<file path="config.mk">
export PLATFORM = sky130hd
export DESIGN_NAME = risc_wb_arbiter
export DESIGN_NICKNAME = d
export VERILOG_FILES = /design/src/rtl/risc_wb_arbiter.sv
export SDC_FILE = /design/constraint.sdc
export NUM_CORES = 1
export LEC_CHECK = 0
export BUFFER_PORTS_ARGS = -buffer_cell sky130_fd_sc_hd__buf_2
export CAP_MARGIN = 25
export CORE_UTILIZATION = 35
export CTS_CLUSTER_DIAMETER = 120
export DETAILED_ROUTE_END_ITERATION = 16
export GPL_ROUTABILITY_DRIVEN = 1
export PLACE_DENSITY = 0.66
export SETUP_SLACK_MARGIN = 0.4
export SKIP_LAST_GASP = 1
export SYNTH_ARGS = -nofsm -noshare
export SYNTH_HDL_FRONTEND = slang
export SYNTH_SLANG_ARGS = --single-unit
</file>
<file path="constraint.sdc">
create_clock -name clk -period 5.3 [get_ports clk]
set_input_delay 1.06 -clock clk [delete_from_list [all_inputs] [get_ports clk]]
set_output_delay 1.06 -clock clk [all_outputs]
set_load 0.02 [all_outputs]
</file>
<file path="src/rtl/risc_wb_arbiter.sv">
// Write-back arbiter for the register file's single write port: one holding entry per
// producer (ALU, load), oldest-first grant with round-robin on equal age, registered RF write.
module risc_wb_arbiter (
    input  logic        clk,
    input  logic        rst_n,
    input  logic        alu_valid,
    input  logic [4:0]  alu_rd_5,
    input  logic [31:0] alu_data_32,
    output logic        alu_ready,
    input  logic        mem_valid,
    input  logic [4:0]  mem_rd_5,
    input  logic [31:0] mem_data_32,
    output logic        mem_ready,
    output logic        rf_writeEnable,
    output logic [4:0]  rf_writeAddr_5,
    output logic [31:0] rf_writePort_32,
    output logic [31:0] pending_32,
    output logic [15:0] contention_cnt_16
);

    localparam int unsigned AW = 5;
    localparam int unsigned DW = 32;
    localparam int unsigned CW = 16;
    localparam int unsigned NREG = 32;

    logic          r_alu_v;
    logic [AW-1:0] r_alu_rd;
    logic [DW-1:0] r_alu_data;
    logic          r_mem_v;
    logic [AW-1:0] r_mem_rd;
    logic [DW-1:0] r_mem_data;
    logic          r_alu_older;
    logic          r_mem_older;
    logic          r_rr_mem;
    logic [CW-1:0] r_cnt;
    logic          r_we;
    logic [AW-1:0] r_waddr;
    logic [DW-1:0] r_wdata;

    logic            w_both;
    logic            w_tie;
    logic            w_gnt_alu;
    logic            w_gnt_mem;
    logic            w_alu_cap;
    logic            w_mem_cap;
    logic            w_alu_next;
    logic            w_mem_next;
    logic [AW-1:0]   w_sel_rd;
    logic [DW-1:0]   w_sel_data;
    logic [NREG-1:0] w_pending;

    assign w_both = r_alu_v & r_mem_v;
    assign w_tie  = w_both & ~r_alu_older & ~r_mem_older;

    // Grant: lone entry wins; with both held the older wins, equal age follows rr
    always_comb begin
        w_gnt_alu = 1'b0;
        w_gnt_mem = 1'b0;
        if (w_both) begin
            if (r_alu_older) begin
                w_gnt_alu = 1'b1;
            end else if (r_mem_older) begin
                w_gnt_mem = 1'b1;
            end else if (r_rr_mem) begin
                w_gnt_mem = 1'b1;
            end else begin
                w_gnt_alu = 1'b1;
            end
        end else begin
            w_gnt_alu = r_alu_v;
            w_gnt_mem = r_mem_v;
        end
    end

    assign alu_ready  = ~r_alu_v | w_gnt_alu;
    assign mem_ready  = ~r_mem_v | w_gnt_mem;
    assign w_alu_cap  = alu_valid & alu_ready;
    assign w_mem_cap  = mem_valid & mem_ready;
    assign w_alu_next = w_alu_cap | (r_alu_v & ~w_gnt_alu);
    assign w_mem_next = w_mem_cap | (r_mem_v & ~w_gnt_mem);

    assign w_sel_rd   = w_gnt_mem ? r_mem_rd   : r_alu_rd;
    assign w_sel_data = w_gnt_mem ? r_mem_data : r_alu_data;

    always_comb begin
        w_pending = '0;
        if (r_alu_v) begin
            w_pending[r_alu_rd] = 1'b1;
        end
        if (r_mem_v) begin
            w_pending[r_mem_rd] = 1'b1;
        end
        w_pending[0] = 1'b0;
    end

    // Holding registers: a granted entry leaves on the same edge a new one may arrive
    always_ff @(posedge clk or negedge rst_n) begin
        if (!rst_n) begin
            r_alu_v    <= 1'b0;
            r_alu_rd   <= '0;
            r_alu_data <= '0;
            r_mem_v    <= 1'b0;
            r_mem_rd   <= '0;
            r_mem_data <= '0;
        end else begin
            if (w_alu_cap) begin
                r_alu_v    <= 1'b1;
                r_alu_rd   <= alu_rd_5;
                r_alu_data <= alu_data_32;
            end else if (w_gnt_alu) begin
                r_alu_v <= 1'b0;
            end
            if (w_mem_cap) begin
                r_mem_v    <= 1'b1;
                r_mem_rd   <= mem_rd_5;
                r_mem_data <= mem_data_32;
            end else if (w_gnt_mem) begin
                r_mem_v <= 1'b0;
            end
        end
    end

    // Age: an entry that stays held while the other source captures becomes older
    always_ff @(posedge clk or negedge rst_n) begin
        if (!rst_n) begin
            r_alu_older <= 1'b0;
            r_mem_older <= 1'b0;
        end else if (w_alu_next && w_mem_next) begin
            if (w_alu_cap && !w_mem_cap) begin
                r_alu_older <= 1'b0;
                r_mem_older <= 1'b1;
            end else if (w_mem_cap && !w_alu_cap) begin
                r_alu_older <= 1'b1;
                r_mem_older <= 1'b0;
            end else if (w_alu_cap && w_mem_cap) begin
                r_alu_older <= 1'b0;
                r_mem_older <= 1'b0;
            end
        end else begin
            r_alu_older <= 1'b0;
            r_mem_older <= 1'b0;
        end
    end

    always_ff @(posedge clk or negedge rst_n) begin
        if (!rst_n) begin
            r_rr_mem <= 1'b1;
            r_cnt    <= '0;
        end else begin
            if (w_tie) begin
                r_rr_mem <= ~r_rr_mem;
            end
            if (w_both && (r_cnt != {CW{1'b1}})) begin
                r_cnt <= r_cnt + CW'(1);
            end
        end
    end

    // Output stage: x0 writes are consumed without enabling the port
    always_ff @(posedge clk or negedge rst_n) begin
        if (!rst_n) begin
            r_we    <= 1'b0;
            r_waddr <= '0;
            r_wdata <= '0;
        end else if (w_gnt_alu || w_gnt_mem) begin
            r_we    <= (w_sel_rd != AW'(0));
            r_waddr <= w_sel_rd;
            r_wdata <= w_sel_data;
        end else begin
            r_we <= 1'b0;
        end
    end

    assign rf_writeEnable    = r_we;
    assign rf_writeAddr_5    = r_waddr;
    assign rf_writePort_32   = r_wdata;
    assign pending_32        = w_pending;
    assign contention_cnt_16 = r_cnt;

endmodule
</file>
==> Yosys cells after proc, flatten, opt, wreduce, memory -nomap -nowiden <==
Cells that the tools add are included.
Widths: inputs -> output; s select.
{ "word_totals": {"ff_bits": 133, "latch_bits": 0, "mem_bits_rw": 0, "romBits": 0, "input_bits": 78, "out_inout_bits": 88, "elab_cells": 80, "n_memories": 0} }
{ "op_classes": {"addsub": 1, "n_mul": 0, "n_div": 0, "magnitude_cmp": 4, "eq_ne": 2, "n_shift": 0, "n_mux": 28, "bitwise_logic": 19, "reduce_logical": 13} }
{ "ops": {"columns": ["cell", "n"], "rows": [
  ["$mux 32", 3],
  ["$or 32x32->32", 1],
  ["$mux 1", 22],
  ["$add 16x1->16 const B", 1],
  ["$ne 16x16->1 const B", 1],
  ["$lt 5x6->1 const B", 2],
  ["$demux 1 s5", 2],
  ["$ge 5x1->1 const B", 2],
  ["$and 1x1->1", 7],
  ["$logic_and 1x1->1", 7],
  ["$not 1->1", 7],
  ["$mux 5", 1],
  ["$reduce_bool 5->1", 1],
  ["$ne 4x1->1 const B", 1],
  ["$or 1x1->1", 4],
  ["$reduce_bool 2->1", 2],
  ["$logic_not 1->1", 2],
  ["$logic_or 1x1->1", 1]
]} }

==> Logic depth before layout (Yosys ltp) <==
Gate-level depths: netlist of run 1.
{ "logic_depth": {"word_depth": 11, "mapped_depth": 6, "ltp_nobuf": 5} }

==> Least setup slack after synthesis of run 1 <==
No wires, ideal clock.
{ "synth_path": {"path_kind": "reg-to-output", "start": "register r_mem_rd[3]", "end": "output pending_32[8]", "arrival_time_ps": 1428, "required_time_ps": 4240, "setup_slack_ps": 2812, "stages_incl_launch_ff": 4, "n_path_buf": 1, "path_cell_list": "dfrtp_1 > clkbuf_1 > or3b_2 > o22ai_1"} }
{ "synth_between": {"elab_chain_len": 6, "elab_cells_between_ends": 7, "classes_between": "2 x order compare; 3 x mux; 1 x bitwise; 1 x reduce/logical"} }
{ "synth_rtl": {"columns": ["item", "line_no", "rtl"], "rows": [
  ["start: declaration", "30", "logic [AW-1:0] r_mem_rd;"],
  ["start signal: assignment", "115", "r_mem_rd <= mem_rd_5;"],
  ["$lt 5x6->1 (not written as such) / $ge 5x1->1 (equally long branches)", "91", "w_pending[r_mem_rd] = 1'b1;"],
  ["$logic_and 1x1->1 (not written as such)", "91", null],
  ["$mux 1 (not written as such)", "91", null],
  ["$demux 1 s5 *", "91", null],
  ["$or 32x32->32 (no source line) *", null, null],
  ["$mux 32 *", "90", "if (r_mem_v) begin"],
  ["end: declaration", "17", "output logic [31:0] pending_32,"]
]} }
Mark *: on every way between the ends. The rest lies on a longest branch, timed or not.

==> Worst setup path after layout of run 1 <==
{ "layout_path": {"start": "register r_mem_v", "end": "output pending_32[24]"} }
{ "layout_between": {"elab_chain_len": 1} }
{ "layout_rtl": {"columns": ["item", "line_no", "rtl"], "rows": [
  ["start: declaration", "29", "logic r_mem_v;"],
  ["start signal: assignment", "102", "r_mem_v <= 1'b0;"],
  ["start signal: assignment", "114", "r_mem_v <= 1'b1;"],
  ["start signal: assignment", "118", "r_mem_v <= 1'b0;"],
  ["$mux 32", "90", null]
]} }
Every way passes these cells.

==> results of run 1 <==
-- kinds of logic (layout without fill, tap and decap cells) --
logic type,after synthesis,count (layout)
xor+xnor,11,11
other cells,1,2
simple gates,75,75
fa+ha+maj,1,1
buf+inv,63,238
flops,133,133
compound gates,87,87
mux,81,81
-- power groups by stage --
stage	combinational (uW)	clock [uW]	sequential [uW]
after detailed placement	1390	0	1620
final	1380	1190	1610
after floorplan	729	0	1750
after global placement	1300	0	1600
after CTS	1400	1220	1610
after global routing	1500	1280	1660
-- worst max-delay path, cell delays in order (launching register included) --
cell	delay [ns]
dfrtp_1	0.76
or3b_1	0.53
o22ai_1	0.18
buf_2	0.20
-- state kept, by name, indices dropped and copies added (netlist names), 5 cells and up --
register           cells
r_alu_rd               5
rf_writePort_32       32
r_mem_data            32
contention_cnt_16     16
rf_writeAddr_5         5
r_mem_rd               5
r_alu_data            32
-- final cells by class --
| cell class | count | area [sq um] | share of cell area |
|---|---|---|---|
| multi-input combinational | 256 | 2150 | 0.289 |
| clock buffer | 20 | 457 | 0.0615 |
| antenna | 1 | 2.50 | 0.000337 |
| tap | 216 | 270 | 0.0364 |
| inverter | 37 | 139 | 0.0187 |
| timing repair buffer | 169 | 930 | 0.125 |
| sequential | 133 | 3330 | 0.448 |
| clock inverter | 12 | 154 | 0.0207 |
-- worst max path at each step --
stage / startpoint / endpoint / slack, ns / depth (start not counted)
finish: r_mem_v / pending_32[24] / 2.17 / 3
global route: r_alu_v / pending_32[5] / 2.02 / 4
CTS: r_alu_v / pending_32[21] / 2.17 / 4
detailed placement: r_mem_v / r_alu_data[9] / 2.60 / 4
global placement: r_mem_v / r_mem_data[22] / 2.68 / 4
floorplan: r_mem_rd[3] / pending_32[8] / 2.81 / 3
-- layer usage --
metal,global-route usage,vias to the layer above,routed length [um],part of all wire
li1,-,2019,-,-
met5,0,-,0,0
met3,0.0529,18,955,0.066
met4,0.0629,0,169,0.012
met2,0.309,209,7390,0.51
met1,0.213,2222,5930,0.41
-- cells in the mapped netlist (5+ instances only) --
| library cell | n | area (sq um) |
|---|---|---|
| xnor2_1 | 8 | 70.1 |
| nand3_1 | 18 | 90.1 |
| mux2_2 | 77 | 867 |
| nand2_1 | 13 | 48.8 |
| dfrtp_1 | 132 | 3300 |
| a21oi_1 | 6 | 30.0 |
| buf_4 | 7 | 52.6 |
| nor2_1 | 11 | 41.3 |
| nand3b_1 | 5 | 37.5 |
| inv_1 | 37 | 139 |
| o22ai_1 | 36 | 225 |
| a222oi_1 | 32 | 320 |
| clkbuf_1 | 13 | 48.8 |
-- through the flow --
step / hold WS, ns / total power [uW] / cell area, sq um
final: 0.481 / 4180 / 7430
after global routing: 0.500 / 4430 / 7420
after CTS: 0.482 / 4230 / 7400
after detailed placement: 0.469 / 3020 / 6790
after global placement: 0.457 / 2900 / 6720
after floorplan: 0.450 / 2480 / 5720
==> results.json, run 1 <==
{
  "detail_route.wl_per_cell_um": 17.1,
  "num_rows": 46,
  "post-cts-setup-buffers": 0,
  "vdd_ir_drop_max_uv": 264,
  "yosysUniqueCellTypes": 47,
  "reg2reg_slack_ns": 2.90,
  "synthesis.area_sq_um": 5720,
  "die_width_um": 130,
  "cts.sinks": 133,
  "drt.antenna.violating_nets": 0,
  "total_internal_power_uw": 2700,
  "grt_max_degree": 84,
  "post_route_cells_drive_above_1_share": 0.464,
  "hold_class": "flip-flop to flip-flop",
  "clk_latency_ns": 0.41,
  "die_area_sq_um": 16900,
  "yosys-mux-area-fraction": 0.159,
  "net-switching-power_uw": 1480,
  "power.density_nw_per_um2": 563,
  "finalWeightedCongestion": 0.783,
  "fin_crit_sh": 0.591,
  "final_cells": 844,
  "drt_first_pass_iters": 6,
  "synthXorXnorAreaFrac": 0.0168,
  "drt_first_iter_violations": 341,
  "num_vias": 4468,
  "cp-start-kind": "flip-flop",
  "io-pin-count": 166,
  "worst_hold_startpoint": "r_alu_data[26]",
  "maximum_achievable_frequency_mhz": 319,
  "critPathArrivalTime_ns": 2.07,
  "seq_total_area_yosys": 0.582,
  "synth_simple_gate_area_share": 0.0731,
  "totalNegativeSetupSlack_ns": 0,
  "r2r-start": "r_mem_v",
  "initial_antenna_violation_count": 0,
  "layout.cells.most_common": "buf_2",
  "numCtsBuffers": 17,
  "synth_async_sr_flop_share": 1.00,
  "clock_tree.buffer_depth": 2,
  "avgViaCountPerCell": 5.29,
  "holdBufCountCts": 0,
  "worstRegToRegCells": 5,
  "detailedPlacementHpwl_um": 9830,
  "synth-warning-count": 0,
  "h-tree-depth": 4,
  "number_of_synthesized_register_bits": 133,
  "drcViolationCount": 0,
  "portBuffers": 164,
  "number_of_maximum_capacitance_violations": 0,
  "post_synth_edffs": 0,
  "static-leakage-power_uw": 0.00354,
  "worst_pin_slew_ns": 0.953,
  "total_grt_usage": 0.179,
  "via_count_of_the_first_global_routing_pass": 4514,
  "share_clk_of_total_power": 0.285,
  "layout-area-overhead-vs-synth_pct": 29.8,
  "synthCells": 452,
  "crit_fanout": 16,
  "final-max-slew-violation-count": 0,
  "cts_tree": "done",
  "floorplan.initialDensity": 0.359,
  "layout_common_cells": "163 x buf_2, 132 x dfrtp_1, 77 x mux2_2",
  "fin_worst_skew_ns": 0.00792,
  "place_ws_ns": 2.60,
  "worst_r2r_endpoint": "r_mem_data[24]",
  "synth-main-ff-cell": "dfrtp_1",
  "hold_depth": 2,
  "run_status": "finished, final reports clean",
  "min_to": "rf_writePort_32[26]",
  "synth_area_per_cell_sq_um": 12.7,
  "setup-violations-final": 0,
  "timing.setup.critical_path_class": "flip-flop to output port",
  "fin_ws_ns": 2.17,
  "worst_setup_path_end_kind": "output port",
  "die_y_um": 130,
  "layout.filler_cells": 1491,
  "rsz0062_at_grt": "no",
  "postCtsResizedCells": 0,
  "switching_share": 0.355,
  "synth_fa_ha_area_frac": 0.00219,
  "synth_top_family_by_area": "multiplexers",
  "final_hold_viol_count": 0,
  "pwr-share-seq": 0.384,
  "clockRootBuffer": "clkbuf_16",
  "postLayoutCoreUtil": 0.466,
  "dp.cells": 810,
  "num-nets-final": 693,
  "required_ns": 4.24,
  "core_area_sq_um": 15900,
  "grt_overflow": 0,
  "synthesis.nets": 531,
  "synth_compound_area_frac": 0.118,
  "grt_pass1_wl_um": 23000,
  "post-route-min-period_ns": 3.13,
  "comb_power_share": 0.330,
  "slew_headroom": 0.363,
  "clkSlewWorstSetupHoldPaths_ns": 0.06,
  "drt_wl_total_um": 14500
}
No activity file was read; power rests on OpenSTA's default activity.
==> run 2: changes to the inputs <==
==> constraint.sdc (replaced) <==
create_clock -name clk -period 3.14 [get_ports clk]
set_input_delay 0.628 -clock clk [delete_from_list [all_inputs] [get_ports clk]]
set_output_delay 0.628 -clock clk [all_outputs]
set_load 0.02 [all_outputs]
==> run 2 against run 1 <==
  * Count of clock-buffer cells in the layout is 2 higher
  * Worst setup slack worse by 1.6 ns
  * Register-to-register slack worse by 1.8 ns
  * Combinational power is 64% higher
  * Critical path depth is 1 higher
  * Die area stayed put
  * Global-route usage is 0.35 points lower
  * Cell area is 1.2% lower
  * Largest cell class unchanged
  * Largest power group unchanged
==> results.json, run 2 (synthesized netlist as in run 1, its figures left out) <==
{
  "clockRootBuffer": "clkbuf_16",
  "crit_path_start": "r_alu_v",
  "hold_class": "input pin to async pin",
  "worst_pin_slew_ns": 0.950,
  "grt_pass1_wl_um": 22400,
  "r2r-start": "r_rr_mem",
  "clock_tree.buffer_depth": 2,
  "final_hold_viol_count": 0,
  "initial_antenna_violation_count": 0,
  "cp-start-kind": "flip-flop",
  "core_area_sq_um": 15900,
  "last_element_of_the_critical_path": "pending_32[17]",
  "totalNegativeSetupSlack_ns": 0,
  "drt_wl_total_um": 14500,
  "grt_max_degree": 74,
  "comb_power_share": 0.332,
  "die_area_sq_um": 16900,
  "detailedPlacementHpwl_um": 10000,
  "place_ws_ns": 0.927,
  "timing.setup.critical_path_class": "flip-flop to output port",
  "pwr-share-seq": 0.399,
  "required_ns": 2.51,
  "worst_setup_path_end_kind": "output port",
  "drcViolationCount": 0,
  "drt.antenna.violating_nets": 0,
  "io-pin-count": 166,
  "final_area_sq_um": 7340,
  "placed_inst_area_sq_um": 6780,
  "die_width_um": 130,
  "worstRegToRegCells": 5,
  "static-leakage-power_uw": 0.00351,
  "crit_fanout": 15,
  "final-max-slew-violation-count": 0,
  "num_vias": 4391,
  "switching_share": 0.362,
  "share_clk_of_total_power": 0.270,
  "vdd_ir_drop_max_uv": 375,
  "run_status": "finished, final reports clean",
  "num_rows": 46,
  "layout-area-overhead-vs-synth_pct": 28.3,
  "holdBufCountCts": 0,
  "net-switching-power_uw": 2470,
  "finalWeightedCongestion": 0.801,
  "reg2reg_slack_ns": 1.12,
  "drt_first_iter_violations": 325,
  "fin_ws_ns": 0.618,
  "layout.cells.most_common": "buf_2",
  "critPathArrivalTime_ns": 1.89,
  "numCtsBuffers": 17,
  "h-tree-depth": 4,
  "clkSlewWorstSetupHoldPaths_ns": 0.06,
  "final_antenna_diode_count": 0,
  "fin_worst_skew_ns": 0.00759,
  "postLayoutCoreUtil": 0.460,
  "layout_common_cells": "163 x buf_2, 130 x dfrtp_1, 77 x mux2_2",
  "layout.filler_cells": 1505,
  "total_internal_power_uw": 4360,
  "detail_route.wl_per_cell_um": 17.1,
  "worst_r2r_endpoint": "rf_writePort_32[7]",
  "floorplan.initialDensity": 0.359,
  "number_of_maximum_capacitance_violations": 0,
  "cts_tree": "done",
  "setup-violations-final": 0,
  "post_route_cells_drive_above_1_share": 0.467,
  "num-nets-final": 696,
  "cts.sinks": 133,
  "rsz0062_at_grt": "no",
  "via_count_of_the_first_global_routing_pass": 4431,
  "total_grt_usage": 0.176,
  "fin_crit_sh": 0.803,
  "slew_headroom": 0.365,
  "power.density_nw_per_um2": 932,
  "maximum_achievable_frequency_mhz": 397,
  "clk_latency_ns": 0.41,
  "drt_first_pass_iters": 5,
  "post-route-min-period_ns": 2.52,
  "avgViaCountPerCell": 5.20,
  "grt_overflow": 0,
  "fin_total_pwr_uw": 6840,
  "portBuffers": 164,
  "die_y_um": 130
}
## run 2: changes by cell type in the layout (fill, tap and decap cells not counted), sizes merged
cell      previous run  this run
buf                169       172
clkbuf              20        22
diode                1         0
clkinvlp             3         2
bufinv               3         1
## run 2: cell type report
cell class | count | area [sq um] | area share
Clock buffer | 22 | 474 | 0.0646
Clock inverter | 9 | 78.8 | 0.0107
Inverter | 37 | 139 | 0.0189
Multi-Input combinational cell | 256 | 2150 | 0.292
Sequential cell | 133 | 3330 | 0.454
Tap cell | 216 | 270 | 0.0368
Timing Repair Buffer | 172 | 900 | 0.123
## run 2: how the worst min path moves through the flow
stage | depth (start not counted) | endpoint | from | slack, ns
final | 1 | r_mem_data[26] | rst_n | 0.23
after detailed placement | 2 | rf_writePort_32[5] | r_alu_data[5] | 0.47
after CTS | 1 | rf_writePort_32[15] | rst_n | 0.25
after global placement | 2 | rf_writePort_32[24] | r_alu_data[24] | 0.46
after floorplan | 0 | contention_cnt_16[0] | rst_n | 0.33
after global routing | 1 | r_mem_data[26] | rst_n | 0.28
## run 2: critical path, stage by stage, from the launching register on
cell and delay [ns]:
dfrtp_2 0.55, nor2b_1 0.26, nand2_1 0.24, o22ai_1 0.24, buf_2 0.20
## run 2: what timing repair did
| action | 4_1_cts | 5_1_grt |
|---|---|---|
| gates resized for setup | 0 | 2 |
| endpoints found under the hold margin | 0 | 0 |
| setup endpoints to repair | 0 | 16 |
| buffers inserted | 0 | 0 |
## run 2: per-stage QoR
stage               hold slack, ns  instances
CTS                          0.249        845
global placement             0.459        814
finish                       0.233        845
floorplan                    0.332        452
detailed placement           0.472        814
global route                 0.276        845
## run 2: metal layers
metal,GRT usage,routed length (um),up-vias
met1,0.205,6260,2197
li1,-,-,2019
met3,0.0443,797,15
met5,0,0,-
met2,0.309,7240,160
met4,0.0718,182,0
## run 2: power groups by stage
stage	logic (uW)	registers [uW]	clock network, uW
2_1_floorplan	1230	2960	0
3_3_place_gp	2230	2700	0
3_5_place_dp	2300	2750	0
4_1_cts	2300	2720	1890
5_1_grt	2460	2800	1970
6_report	2270	2730	1840
